==> config.mk <==
export PLATFORM = sky130hd
export DESIGN_NAME = fft_ostream
export DESIGN_NICKNAME = d
export VERILOG_FILES = /design/src/rtl/fft_pkg.sv /design/src/rtl/fft_ostream_bank.sv /design/src/rtl/fft_ostream.sv
export SDC_FILE = /design/constraint.sdc
export NUM_CORES = 2
export LEC_CHECK = 0
export BUFFER_PORTS_ARGS = -buffer_cell sky130_fd_sc_hd__buf_2
export CORE_AREA = 3 3 606 759
export DETAILED_ROUTE_END_ITERATION = 8
export DIE_AREA = 0 0 609 762
export PLACE_DENSITY = 0.48
export SYNTH_ARGS = -nofsm -noshare
export SYNTH_HDL_FRONTEND = slang
export SYNTH_SLANG_ARGS = --single-unit
==> constraint.sdc <==
create_clock -name CLK -period 8.1 [get_ports CLK]
set_input_delay 1.215 -clock CLK [delete_from_list [all_inputs] [get_ports CLK]]
set_output_delay 1.215 -clock CLK [all_outputs]
set_load 0.05 [all_outputs]
==> src/rtl/fft_pkg.sv <==
// Shared types and sizes for the FFT output stage: frame geometry, sample layout, capture states.
package fft_pkg;
    localparam int DW      = 16;
    localparam int NPT     = 64;
    localparam int LOG2NPT = 6;
    localparam int RD_LAT  = 1;

    localparam logic [LOG2NPT-2:0] LAST_BEAT = (LOG2NPT-1)'(NPT/2 - 1);
    localparam logic [LOG2NPT-1:0] LAST_IDX  = LOG2NPT'(NPT - 1);

    typedef struct packed {
        logic [DW-1:0] re;
        logic [DW-1:0] im;
    } sample_t;

    typedef enum logic [1:0] {
        C_IDLE = 2'd0,
        C_RUN  = 2'd1,
        C_DROP = 2'd2
    } cap_state_t;
endpackage

==> src/rtl/fft_ostream_bank.sv <==
// One frame of sample storage: even/odd pair written per beat, combinational read of any index.
// Latency: write visible the cycle after the beat; read is same-cycle. No backpressure.
module fft_ostream_bank
    import fft_pkg::*;
(
    input  logic               CLK,
    input  logic               i_we,
    input  logic [LOG2NPT-2:0] i_waddr,
    input  sample_t            i_wdat_even,
    input  sample_t            i_wdat_odd,
    input  logic [LOG2NPT-1:0] i_raddr,
    output sample_t            o_rdat
);
    sample_t r_mem [NPT];

    always_ff @(posedge CLK) begin
        if (i_we) begin
            r_mem[{i_waddr, 1'b0}] <= i_wdat_even;
            r_mem[{i_waddr, 1'b1}] <= i_wdat_odd;
        end
    end

    assign o_rdat = r_mem[i_raddr];
endmodule

==> src/rtl/fft_ostream.sv <==
// Captures 2-lane FFT result frames into ping-pong banks and replays them 1 sample/cycle in order.
// Latency: first sample valid the cycle after the last beat; drain stalls on OUT_READY, HOLD guards START.
// Optional FFT_OSTREAM_TAG_EN adds OUT_IDX/OUT_FRAME tags.
module fft_ostream
    import fft_pkg::*;
(
    input  logic              CLK,
    input  logic              RSTn,
    input  logic              DONE,
    input  logic              IN_SWAP,
    input  logic [2*DW-1:0]   DIN0,
    input  logic [2*DW-1:0]   DIN1,
    output logic              OUT_VALID,
    input  logic              OUT_READY,
    output logic [2*DW-1:0]   OUT_DATA,
    output logic              OUT_LAST,
    output logic              HOLD,
    output logic              OVF,
    input  logic              CLR_OVF
`ifdef FFT_OSTREAM_TAG_EN
    ,
    output logic [LOG2NPT-1:0] OUT_IDX,
    output logic [3:0]         OUT_FRAME
`endif
);
    logic [RD_LAT-1:0]  r_done_sr;
    cap_state_t         r_cstate;
    logic [LOG2NPT-2:0] r_beat;
    logic [1:0]         r_full;
    logic               r_wptr;
    logic               r_rptr;
    logic [LOG2NPT-1:0] r_ridx;
    logic               r_hold;
    logic               r_ovf;

    logic               w_cap_en, w_start, w_we, w_cap_done;
    logic               w_drop, w_part, w_rd_hs, w_rd_last;
    logic [LOG2NPT-2:0] w_waddr;
    sample_t            w_wdat_even, w_wdat_odd, w_rdat0, w_rdat1;

    assign w_cap_en    = r_done_sr[RD_LAT-1];
    // Idle with capture enable high is a frame start; this also covers back-to-back DONE bursts.
    assign w_start     = w_cap_en & (r_cstate == C_IDLE);
    assign w_drop      = w_start & r_full[r_wptr];
    assign w_part      = (r_cstate == C_RUN) & ~w_cap_en;
    assign w_we        = (w_start & ~r_full[r_wptr]) | (w_cap_en & (r_cstate == C_RUN));
    assign w_waddr     = (r_cstate == C_RUN) ? r_beat : '0;
    assign w_cap_done  = w_we & (w_waddr == LAST_BEAT);
    assign w_wdat_even = IN_SWAP ? sample_t'(DIN1) : sample_t'(DIN0);
    assign w_wdat_odd  = IN_SWAP ? sample_t'(DIN0) : sample_t'(DIN1);

    assign OUT_VALID   = r_full[r_rptr];
    assign w_rd_hs     = OUT_VALID & OUT_READY;
    assign w_rd_last   = w_rd_hs & (r_ridx == LAST_IDX);
    assign OUT_DATA    = OUT_VALID ? (r_rptr ? w_rdat1 : w_rdat0) : '0;
    assign OUT_LAST    = OUT_VALID & (r_ridx == LAST_IDX);
    assign HOLD        = r_hold;
    assign OVF         = r_ovf;

    fft_ostream_bank u_bank0 (
        .CLK(CLK), .i_we(w_we & ~r_wptr), .i_waddr(w_waddr),
        .i_wdat_even(w_wdat_even), .i_wdat_odd(w_wdat_odd),
        .i_raddr(r_ridx), .o_rdat(w_rdat0)
    );

    fft_ostream_bank u_bank1 (
        .CLK(CLK), .i_we(w_we & r_wptr), .i_waddr(w_waddr),
        .i_wdat_even(w_wdat_even), .i_wdat_odd(w_wdat_odd),
        .i_raddr(r_ridx), .o_rdat(w_rdat1)
    );

    always_ff @(posedge CLK or negedge RSTn) begin
        if (!RSTn) begin
            r_done_sr <= '0;
            r_cstate  <= C_IDLE;
            r_beat    <= '0;
            r_full    <= '0;
            r_wptr    <= 1'b0;
            r_rptr    <= 1'b0;
            r_ridx    <= '0;
            r_hold    <= 1'b0;
            r_ovf     <= 1'b0;
        end else begin
            r_done_sr <= (r_done_sr << 1) | RD_LAT'(DONE);

            case (r_cstate)
                C_IDLE: begin
                    if (w_drop) begin
                        r_cstate <= C_DROP;
                    end else if (w_start) begin
                        r_cstate <= C_RUN;
                        r_beat   <= r_beat + 1'b1;
                    end
                end
                C_RUN: begin
                    if (!w_cap_en) begin
                        r_cstate <= C_IDLE;
                        r_beat   <= '0;
                    end else if (r_beat == LAST_BEAT) begin
                        r_cstate <= C_IDLE;
                        r_beat   <= '0;
                        r_wptr   <= ~r_wptr;
                    end else begin
                        r_beat   <= r_beat + 1'b1;
                    end
                end
                C_DROP: begin
                    if (!w_cap_en) r_cstate <= C_IDLE;
                end
                default: r_cstate <= C_IDLE;
            endcase

            // Fill and free never hit the same bank: fill needs it empty, free needs it full.
            for (int b = 0; b < 2; b++) begin
                if (w_cap_done && r_wptr == 1'(b))
                    r_full[b] <= 1'b1;
                else if (w_rd_last && r_rptr == 1'(b))
                    r_full[b] <= 1'b0;
            end

            if (w_rd_hs) begin
                if (r_ridx == LAST_IDX) begin
                    r_ridx <= '0;
                    r_rptr <= ~r_rptr;
                end else begin
                    r_ridx <= r_ridx + 1'b1;
                end
            end

            r_hold <= r_full[r_wptr] | (r_cstate != C_IDLE);

            if (w_drop || w_part)
                r_ovf <= 1'b1;
            else if (CLR_OVF)
                r_ovf <= 1'b0;
        end
    end

`ifdef FFT_OSTREAM_TAG_EN
    logic [3:0] r_frame;

    always_ff @(posedge CLK or negedge RSTn) begin
        if (!RSTn)
            r_frame <= '0;
        else if (w_rd_last)
            r_frame <= r_frame + 1'b1;
    end

    assign OUT_IDX   = r_ridx;
    assign OUT_FRAME = r_frame;
`endif
endmodule
==> results.sh <==
export IMPL_p_total_w=0.0613
export IMPL_max_freq_ghz=0.144
export IMPL_ys_ff_latch=4116
export IMPL_clk_pin_slew_ns=0.06
export IMPL_rsz0062_at_grt="no"
export IMPL_cts_buffers=406
export IMPL_synth_edf_count=4096
export IMPL_totalWireLength_um=523000
export IMPL_filler_cell_count=40206
export IMPL_maxCapViolCount=0
export IMPL_place_gp_congestion=0.788
export IMPL_crit_type="register to output port"
export IMPL_yosys_top_cells_area="edfxtp_1 78%, mux4_2 12%, mux2i_1 2.7%"
export IMPL_cpMostUsedCell="buf_4"
export IMPL_synth_top_area_share=0.776
export IMPL_die_w_um=609
export IMPL_clockRootBuffer="clkbuf_16"
export IMPL_r2r_start="r_cstate[1]"
export IMPL_reg2reg_slack_ns=3.63
export IMPL_setup_viol=0
export IMPL_crit_path_start="r_ridx[1]"
export IMPL_insertion_delay_ns=1.00
export IMPL_final_area_mm2=0.181
export IMPL_p_seq_frac=0.394
export IMPL_crit_cells=9
export IMPL_initialDrtViolationCount=9961
export IMPL_yosysSeqAreaShare=0.779
export IMPL_clockBufferDepth=4
export IMPL_crit_fanout=46
export IMPL_reg2reg_depth=4
export IMPL_vias=79513
export IMPL_p_clk_frac=0.306
export IMPL_setup_worst_path_end="OUT_DATA[30]"
export IMPL_power_density_mw_per_mm2=339
export IMPL_placed_area_mm2=0.168
export IMPL_dieHeight_um=762
export IMPL_switchingPower_w=0.0205
export IMPL_core_mm2=0.454
export IMPL_yosysWarnings=0
export IMPL_outcome="complete, no violations"
export IMPL_holdBufCountCts=0
export IMPL_final_nets=7631
export IMPL_drive_gt1_frac=0.256
export IMPL_slowest_delay_ns=0.84
export IMPL_final_util=0.398
export IMPL_cp_slowest_cell="dfrtp_4"
export IMPL_worst_slew_pin_slew_ns=1.40
export IMPL_grt_pass1_vias=80653
export IMPL_swShare=0.335
export IMPL_grt_pass1_wl_um=704000
export IMPL_crit_buf_inv=4
export IMPL_synthArstFlopShare=0.00486
export IMPL_ant_nets=0
export IMPL_grt_use_total=0.221
export IMPL_cp_required_ns=6.88
export IMPL_drv_slew=0
export IMPL_viasPerCell=5.72
export IMPL_start_util=0.349
export IMPL_synth_top_area_cell="edfxtp_1"
export IMPL_end_kind="output port"
export IMPL_finalCritPeriodShare=0.859
export IMPL_overflow=0
export IMPL_routedWlPerCell_um=37.6
export IMPL_drc_errors=0
export IMPL_hold_viol=0
export IMPL_comb_power_share=0.300
export IMPL_ctsResizeCount=0
export IMPL_area_growth_pct=14.0
export IMPL_dieArea_mm2=0.464
export IMPL_synthCells=7153
export IMPL_first_pass_iters=6
export IMPL_r2r_end="u_bank0.r_mem[62][28]"
export IMPL_hold_path_class="input port to asynchronous set/reset pin"
export IMPL_fin_crit_ns=6.95
export IMPL_row_count=277
export IMPL_antenna_found_initial=27
export IMPL_cts_setup_buffers=0
export IMPL_path_cells="buf_4, buf_4, mux4_2, o21ai_0, a221oi_1, nor3_1, nor3_1, buf_4, buf_2"
export IMPL_clock_sinks=4116
export IMPL_arrival_ns=5.74
export IMPL_synthFlopType="edfxtp_1"
export IMPL_port_buffers=105
export IMPL_io_pins=106
export IMPL_synthesis_nets=7226
export IMPL_htree_levels=5
export IMPL_peakVddDrop_mv=0.336
export IMPL_setup_tns_final_ns=0
export IMPL_grt_max_degree=105
export IMPL_synth_cell_types=61
export IMPL_syn_avg_cell_area_um2=22.2
export IMPL_worst_hold_slack_ns=0.279
export IMPL_p_leak_nw=55.8
export IMPL_p_int_w=0.0407
export IMPL_synth_area_mm2=0.159
export IMPL_critPathTopFamily="buffers and inverters"
export IMPL_cts_tree="yes"
export IMPL_startpoint_type="register"
export IMPL_slew_headroom=0.0632
export IMPL_finClkSkew_ns=0.0420
export IMPL_dpl_hpwl_um=284000
[worst reg2reg max path, delay by kind of cell (launching register included)]
kind | cells | cell delay [ns]
buffers and inverters | 1 | 0.74
AND/OR/NAND/NOR | 3 | 2.81
flip-flops | 1 | 0.52
[metal layers]
layer  wire length [µm]  global-route usage  vias up
met4              16100              0.0615        4
met5                 34                   0        -
met1             210000               0.292    44405
met2             266000               0.381     3137
met3              31800              0.0298      654
li1                   -                   -    31313
[through the flow]
stage               worst slack, ns  cells
floorplan                     0.434   7153
detailed placement             2.01  13148
global placement               1.95  13148
global route                  0.962  13893
finish                         1.15  13904
CTS                           0.919  13892
[final cells by class]
cell class / instances / area [µm²] / area share
multi-input cells: 2604 / 32900 / 0.182
well taps: 5998 / 7500 / 0.0415
inverters: 8 / 40.0 / 0.000222
diodes: 12 / 30.0 / 0.000166
clock buffers: 482 / 10600 / 0.0586
repair buffers: 422 / 3630 / 0.0201
flip-flops and latches: 4116 / 124000 / 0.684
clock inverters: 262 / 2430 / 0.0134
[power by group through the flow]
stage	clock network [W]	logic, W	registers (W)
floorplan	0	0.0118	0.0242
global route	0.0199	0.0192	0.0241
detailed placement	0	0.0187	0.0246
CTS	0.0191	0.0187	0.0241
finish	0.0187	0.0184	0.0241
global placement	0	0.0187	0.0246
[synth_stat cells (17+ instances only)]
cell type,n
edfxtp_1,4096
mux4_2,814
mux2i_1,432
a22oi_1,225
clkbuf_1,150
a21oi_1,148
nand2_1,123
mux2_2,112
nor2_1,108
buf_2,91
o21ai_0,91
o221ai_1,72
a211oi_1,60
buf_4,60
a31oi_1,57
a221oi_1,49
buf_1,44
nand2b_1,37
o22ai_1,37
buf_6,31
buf_8,30
mux4_1,27
nor3_1,25
a22o_1,23
o211ai_1,22
dfrtp_1,20
a221o_1,19
nand3b_1,18
nand3_1,17
[registers in the layout (all words and copies together) (netlist names)]
name           flops
HOLD               1
OVF                1
r_beat             5
r_cstate           2
r_done_sr          1
r_full             2
r_ridx             6
r_rptr             1
r_wptr             1
u_bank0.r_mem   2048
u_bank1.r_mem   2048
[cells in the final DEF, fill, tap and decap left out, drive strengths merged, types with 13 or more instances in the layout]
master,instances
a211oi,60
a21oi,148
a221o,19
a221oi,49
a22o,23
a22oi,225
a311oi,13
a31oi,57
and2,16
buf,422
bufinv,35
clkbuf,482
clkinv,192
clkinvlp,21
dfrtp,20
edfxtp,4096
inv,22
mux2,112
mux2i,432
mux4,841
nand2,123
nand2b,37
nand3,17
nand3b,18
nor2,108
nor3,25
o211ai,22
o21ai,93
o221ai,72
o22ai,37
[worst min path at each step]
stage,endpoint,cells past startpoint
after floorplan,OVF,1
after detailed placement,OVF,2
after global routing,r_ridx[2],1
final,OVF,1
after global placement,OVF,2
after CTS,HOLD,1
[cells by family after synthesis]
kind of cell,count (synthesis),share of synthesized area
fa+ha+maj,3,0.000237
buf+inv,433,0.0173
simple gates,379,0.0112
compound gates,832,0.0365
xor+xnor,5,0.000276
flops,4116,0.779
mux,1385,0.155
Note: power is estimated with default switching activity, not from simulation.
